--- src/rtl/b12_pkg.sv ---
// Shared definitions for the b12 key conditioner: key count, active level,
// arbiter state encoding and small one-hot helpers.
package b12_pkg;

    localparam int   NUM_KEY = 4;
    localparam logic KEY_ON  = 1'b1;
    localparam int   IDX_W   = (NUM_KEY > 1) ? $clog2(NUM_KEY) : 1;

    typedef enum logic [1:0] {
        ARB_IDLE    = 2'd0,
        ARB_PRESSED = 2'd1,
        ARB_CHORD   = 2'd2
    } arb_state_t;

    // True when exactly one bit of v is set.
    function automatic logic is_onehot(input logic [NUM_KEY-1:0] v);
        return (v != '0) && ((v & (v - NUM_KEY'(1))) == '0);
    endfunction

    // Index of the (single) set bit; only meaningful when is_onehot(v).
    function automatic logic [IDX_W-1:0] onehot_idx(input logic [NUM_KEY-1:0] v);
        logic [IDX_W-1:0] idx;
        idx = '0;
        for (int i = 0; i < NUM_KEY; i++) begin
            if (v[i] == KEY_ON) idx = IDX_W'(i);
        end
        return idx;
    endfunction

endpackage

--- src/rtl/b12_debounce_cell.sv ---
// One input line: SYNC_STAGES-deep synchroniser followed by a saturating
// debounce counter. The accepted level o_st only flips after the synced
// input has disagreed with it for DEB_CYCLES consecutive cycles.
module b12_debounce_cell #(
    parameter int SYNC_STAGES = 2,
    parameter int DEB_CYCLES  = 16,
    parameter int CNT_W       = 5
) (
    input  logic i_clock,
    input  logic i_reset,
    input  logic i_raw,
    output logic o_st
);

    localparam logic [CNT_W-1:0] CNT_LAST = CNT_W'(DEB_CYCLES - 1);

    logic [SYNC_STAGES-1:0] r_sync;
    logic [CNT_W-1:0]       r_cnt;
    logic                   r_st;
    logic                   w_in;

    assign w_in = r_sync[SYNC_STAGES-1];
    assign o_st = r_st;

    // Metastability chain: raw contact shifts in at bit 0.
    always_ff @(posedge i_clock or posedge i_reset) begin
        if (i_reset) r_sync <= '0;
        else         r_sync <= {r_sync[SYNC_STAGES-2:0], i_raw};
    end

    // Count cycles of disagreement; any agreeing cycle restarts the count,
    // and the counter is cleared on toggle so it can never wrap.
    always_ff @(posedge i_clock or posedge i_reset) begin
        if (i_reset) begin
            r_cnt <= '0;
            r_st  <= 1'b0;
        end else if (w_in == r_st) begin
            r_cnt <= '0;
        end else if (r_cnt == CNT_LAST) begin
            r_st  <= ~r_st;
            r_cnt <= '0;
        end else begin
            r_cnt <= r_cnt + 1'b1;
        end
    end

endmodule

--- src/rtl/b12_key_conditioner.sv ---
// Front end for the b12 memory game. Debounces NUM_KEY key lines plus the
// start button, turns start into a single-cycle pulse and arbitrates the
// keys into a strictly one-hot (or zero) k vector, rejecting chords.
module b12_key_conditioner
    import b12_pkg::*;
#(
    parameter int SYNC_STAGES = 2,
    parameter int DEB_CYCLES  = 16,
    parameter int CNT_W       = 5
) (
    input  logic               i_clock,
    input  logic               i_reset,
    input  logic [NUM_KEY-1:0] i_raw_key,
    input  logic               i_raw_start,
    output logic [NUM_KEY-1:0] o_k,
    output logic               o_start,
    output logic               o_chord_err
);

    // Line NUM_KEY is the start button; lines below it are the keys.
    logic [NUM_KEY:0]   w_raw;
    logic [NUM_KEY:0]   w_deb_all;
    logic [NUM_KEY-1:0] w_key_deb;
    logic               w_start_deb;
    logic               w_start_rise;

    logic               r_start_d;
    logic               r_start;
    arb_state_t         r_state;
    logic [IDX_W-1:0]   r_idx;
    logic [NUM_KEY-1:0] r_k;
    logic               r_chord_err;

    assign w_raw       = {i_raw_start, i_raw_key};
    assign w_key_deb   = w_deb_all[NUM_KEY-1:0];
    assign w_start_deb = w_deb_all[NUM_KEY];

    genvar g;
    generate
        for (g = 0; g <= NUM_KEY; g++) begin : g_line
            b12_debounce_cell #(
                .SYNC_STAGES (SYNC_STAGES),
                .DEB_CYCLES  (DEB_CYCLES),
                .CNT_W       (CNT_W)
            ) u_cell (
                .i_clock (i_clock),
                .i_reset (i_reset),
                .i_raw   (w_raw[g]),
                .o_st    (w_deb_all[g])
            );
        end
    endgenerate

    assign w_start_rise = w_start_deb & ~r_start_d;

    // Start edge detector: one pulse per accepted press, none while held.
    always_ff @(posedge i_clock or posedge i_reset) begin
        if (i_reset) begin
            r_start_d <= 1'b0;
            r_start   <= 1'b0;
        end else begin
            r_start_d <= w_start_deb;
            r_start   <= w_start_rise;
        end
    end

    // Key arbiter. A start pulse overrides everything and parks the FSM in
    // CHORD so keys held across a restart are never reported to the new game.
    always_ff @(posedge i_clock or posedge i_reset) begin
        if (i_reset) begin
            r_state     <= ARB_IDLE;
            r_idx       <= '0;
            r_k         <= '0;
            r_chord_err <= 1'b0;
        end else begin
            r_chord_err <= 1'b0;
            if (w_start_rise) begin
                r_k     <= '0;
                r_state <= ARB_CHORD;
            end else begin
                case (r_state)
                    ARB_IDLE: begin
                        if (w_key_deb == '0) begin
                            r_k <= '0;
                        end else if (is_onehot(w_key_deb)) begin
                            r_idx   <= onehot_idx(w_key_deb);
                            r_k     <= w_key_deb;
                            r_state <= ARB_PRESSED;
                        end else begin
                            r_k         <= '0;
                            r_chord_err <= 1'b1;
                            r_state     <= ARB_CHORD;
                        end
                    end
                    ARB_PRESSED: begin
                        // Other keys are ignored while the latched one is held.
                        if (w_key_deb[r_idx] != KEY_ON) begin
                            r_k     <= '0;
                            r_state <= (w_key_deb == '0) ? ARB_IDLE : ARB_CHORD;
                        end
                    end
                    ARB_CHORD: begin
                        r_k <= '0;
                        if (w_key_deb == '0) r_state <= ARB_IDLE;
                    end
                    default: begin
                        r_k     <= '0;
                        r_state <= ARB_IDLE;
                    end
                endcase
            end
        end
    end

    assign o_k         = r_k;
    assign o_start     = r_start;
    assign o_chord_err = r_chord_err;

endmodule

--- config.mk ---
export PLATFORM = sky130hd
export DESIGN_NAME = b12_key_conditioner
export DESIGN_NICKNAME = d
export VERILOG_FILES = /design/src/rtl/b12_pkg.sv /design/src/rtl/b12_debounce_cell.sv /design/src/rtl/b12_key_conditioner.sv
export SDC_FILE = /design/constraint.sdc
export NUM_CORES = 1
export LEC_CHECK = 0
export BUFFER_PORTS_ARGS = -buffer_cell sky130_fd_sc_hd__buf_2
export CORE_MARGIN = 5
export CORE_UTILIZATION = 54
export DETAILED_ROUTE_END_ITERATION = 10
export PLACE_DENSITY = 0.72
export SYNTH_ARGS = -nofsm -noshare
export SYNTH_HDL_FRONTEND = slang
export SYNTH_SLANG_ARGS = --single-unit
--- constraint.sdc ---
create_clock -name i_clock -period 3.27 [get_ports i_clock]
set_input_delay 0.4905 -clock i_clock [delete_from_list [all_inputs] [get_ports i_clock]]
set_output_delay 0.4905 -clock i_clock [all_outputs]
set_load 0.03 [all_outputs]
==> key figures <==
Final layout
  – Fin cells: 230
  – FILL cells: 288
  – NumNets Final: 193
  – Final instance area: 2260 µm²
  – Ratio of cells with drive above 1 in the final layout: 15.9%
  – Ant. Diodes: 0
  – Most frequent cells in the layout: dfrtp_1, nor2_1, xor2_1
  – Area grow syn2layout: 10.1%
  – Commonest non-fill, non-tap cell in the layout: dfrtp_1

Timing
  – Total negative slack: 0 ps
  – Final period util: 53.9%
  – Max frequency: 568 MHz
  – Worst Max-Slew Pin Slew: 998 ps
  – Setup Viol. Count Final: 0
  – Final Skew: 5.54 ps
  – Final Hold Fails: 0
  – RSZ-0062 raised after global routing: no
  – Worst slew margin: 33.3%
  – Minimum clock period: 1760 ps
  – Max Slew Vio Count: 0

Synthesis
  – Syn avg cell area: 12.4 µm²
  – Syn_nets: 178
  – Synth top area share: 62.2%
  – Largest cells by area after synthesis: dfrtp_1, xor2_1, nor2_1
  – Synth Register Bits: 51
  – Post-Syn Instances: 166
  – Cell area after synthesis: 2050 µm²
  – Cell variety after synth: 30
  – Synth area leader: dfrtp_1
  – Seq/Total Area, Yosys: 62.2%
  – Ys Warns: 0

Route
  – Routed wire per std cell: 12.7 µm
  – Drt initial violations: 71
  – Drt pass-1 iters: 4
  – Routed vias: 1242
  – Drt via density: 5.40
  – Drc violations: 0
  – DRT Wirelength: 2.91 mm
  – Post-DRT Antenna Nets: 0

Floorplanning
  – Ports: 13
  – Num rows: 22
  – Die area: 5130 µm²
  – Core Area: 3660 µm²
  – Initial Utilization: 56.0%
  – Die X: 71.6 µm
  – Die Y: 71.6 µm

Placement
  – GPL Wtd Cong: 0.779
  – Cell Area, Placed: 2140 µm²
  – Placed cells: 222
  – DP HPWL: 2.10 mm
  – PortBufs: 12

Global route
  – Largest net degree at the start of global routing: 52
  – Global-route wire length before repair: 5.26 mm
  – Initial antenna violation count: 0
  – Number of global-route vias before repair: 1226
  – Total gr overflow: 0
  – Gr usage total: 13.1%

CTS
  – CTS tree: built
  – Post-CTS Hold Buffers: 0
  – H-tree levels: 2
  – CTS buffer count: 5
  – Root Driver: clkbuf_8
  – # resized after CTS: 0
  – Clk pin slew, worst setup/hold paths: 90 ps
  – Worst-Skew Late Latency: 290 ps
  – Post-CTS setup buffer count: 0
  – CTS Buffer Depth: 2
  – CTS Sinks: 51

Power
  – Comb power frac: 4.4%
  – Flop pwr share: 58.2%
  – PD cells: 509 nW/µm²
  – LEAKAGE: 1.18 nW
  – Cell Int Power: 0.920 mW
  – Total net switching power: 0.229 mW
  – Sw Share: 19.9%
  – Maximum vdd drop: 0.000383 V
  – Clock power frac: 37.5%
  – Pwr Total: 1.15 mW

Job
  – Max-Cap Viols: 0

Critical path
  – Critical-path cell list: mux4_2 -> or4b_1 -> o311ai_1
  – CP peak stage delay: 530 ps
  – Critical Path End Type: flop
  – CP Max Fanout: 13
  – Worst Setup Path Type: reg2reg
  – Slowest-stage cell, CP: dfrtp_1
  – CP arrival: 1950 ps
  – Critical path startpoint category: flop
  – CP Data Required Time: 3460 ps

Outcome
  – Outcome: complete, no violations

Min path
  – Hold WC Path Type: in2reg
-- Yosys cell counts --
cell type,count
a211oi_1,4
a21oi_1,4
a22o_1,2
a32o_1,2
and2_1,6
and2b_1,1
and3_1,5
and4b_2,1
buf_4,4
dfrtp_1,51
ha_1,5
inv_1,7
maj3_1,1
mux2_2,5
mux4_2,1
nand2_1,2
nand2b_1,1
nand3_1,10
nand4b_1,2
nor2_1,22
nor3_1,2
nor4_1,1
o21ai_0,6
o21ai_2,1
o21bai_1,1
o311ai_1,1
o41ai_1,1
or3_1,1
or4b_1,1
xor2_1,15
-- sequential cells by signal, summed over array words and instances, names as in the netlist --
| register | cells |
|---|---|
| g_line.u_cell.r_cnt | 25 |
| g_line.u_cell.r_sync | 10 |
| g_line.u_cell.o_st | 5 |
| o_k | 4 |
| r_idx | 2 |
| r_state | 2 |
| o_chord_err | 1 |
| o_start | 1 |
| r_start_d | 1 |
-- area by class of cell --
type | instances | area [µm²] | share of cell area (%)
timing repair buffer | 12 | 60.1 | 2.66
multi-input combinational | 104 | 718 | 31.8
tap | 48 | 60.1 | 2.66
inverter | 7 | 26.3 | 1.16
clock buffer | 6 | 82.6 | 3.66
clock inverter | 2 | 35.0 | 1.55
sequential | 51 | 1280 | 56.5
-- cell families (layout without fill, tap and decap cells) --
| logic type | Yosys count | after routing | share of synthesized area (%) |
|---|---|---|---|
| mux | 6 | 6 | 3.84 |
| buf+inv | 11 | 27 | 2.75 |
| compound gates | 22 | 22 | 7.38 |
| xor+xnor | 15 | 15 | 6.41 |
| fa+ha+maj | 6 | 6 | 3.54 |
| simple gates | 55 | 55 | 13.9 |
| flops | 51 | 51 | 62.2 |
-- critical path, delay by kind of cell, from the launching register on --
family             cells  cell delay [ps]
muxes                  1              520
DFF                    1              530
AOI/OAI and AO/OA      1              100
and+or+nand+nor        1              500
-- path summary, 6_finish.rpt --
| check | to | start | slack, ps | depth (start not counted) |
|---|---|---|---|---|
| max | r_state[1]$_DFFE_PP0P_ | g_line[3].u_cell.o_st$_DFFE_PP0P_ | 1510 | 3 |
| min | g_line[3].u_cell.r_sync[0]$_DFF_PP0_ | i_raw_key[3] | 300 | 1 |
| max reg2reg | r_state[1]$_DFFE_PP0P_ | g_line[3].u_cell.o_st$_DFFE_PP0P_ | 1510 | 3 |
| min reg2reg | g_line[4].u_cell.r_sync[1]$_DFF_PP0_ | g_line[4].u_cell.r_sync[0]$_DFF_PP0_ | 350 | 0 |
| max in group asynchronous | g_line[2].u_cell.r_cnt[4]$_DFF_PP0_ | i_reset | 2210 | 2 |
| min in group asynchronous | g_line[0].u_cell.r_sync[0]$_DFF_PP0_ | i_reset | 430 | 2 |
-- layer usage --
metal	routed length [µm]	share of wire [%]	GRT usage, %	vias to the layer above
met3	161	5.5	5.05	6
met1	1330	46	16.6	607
met2	1370	47	20.7	24
li1	-	-	-	605
met5	0	0	0	-
met4	49	1.7	4.38	0
-- through the flow --
step                      util [%]  setup slack [ps]  hold slack (ps)
final                         61.7              1510              300
after global routing          61.7              1390              275
after CTS                     61.7              1510              289
after detailed placement      58.5              1530              337
after global placement        58.5              1590              334
after floorplan                  -              1550              331
-- power groups by stage --
stage	sequential (mW)	clock (mW)	combinational, mW
floorplan	0.677	0	0.0389
global placement	0.679	0	0.0481
detailed placement	0.681	0	0.0521
CTS	0.668	0.449	0.0524
global route	0.672	0.480	0.0605
finish	0.668	0.430	0.0501
Power figures use the tool's default switching activity.
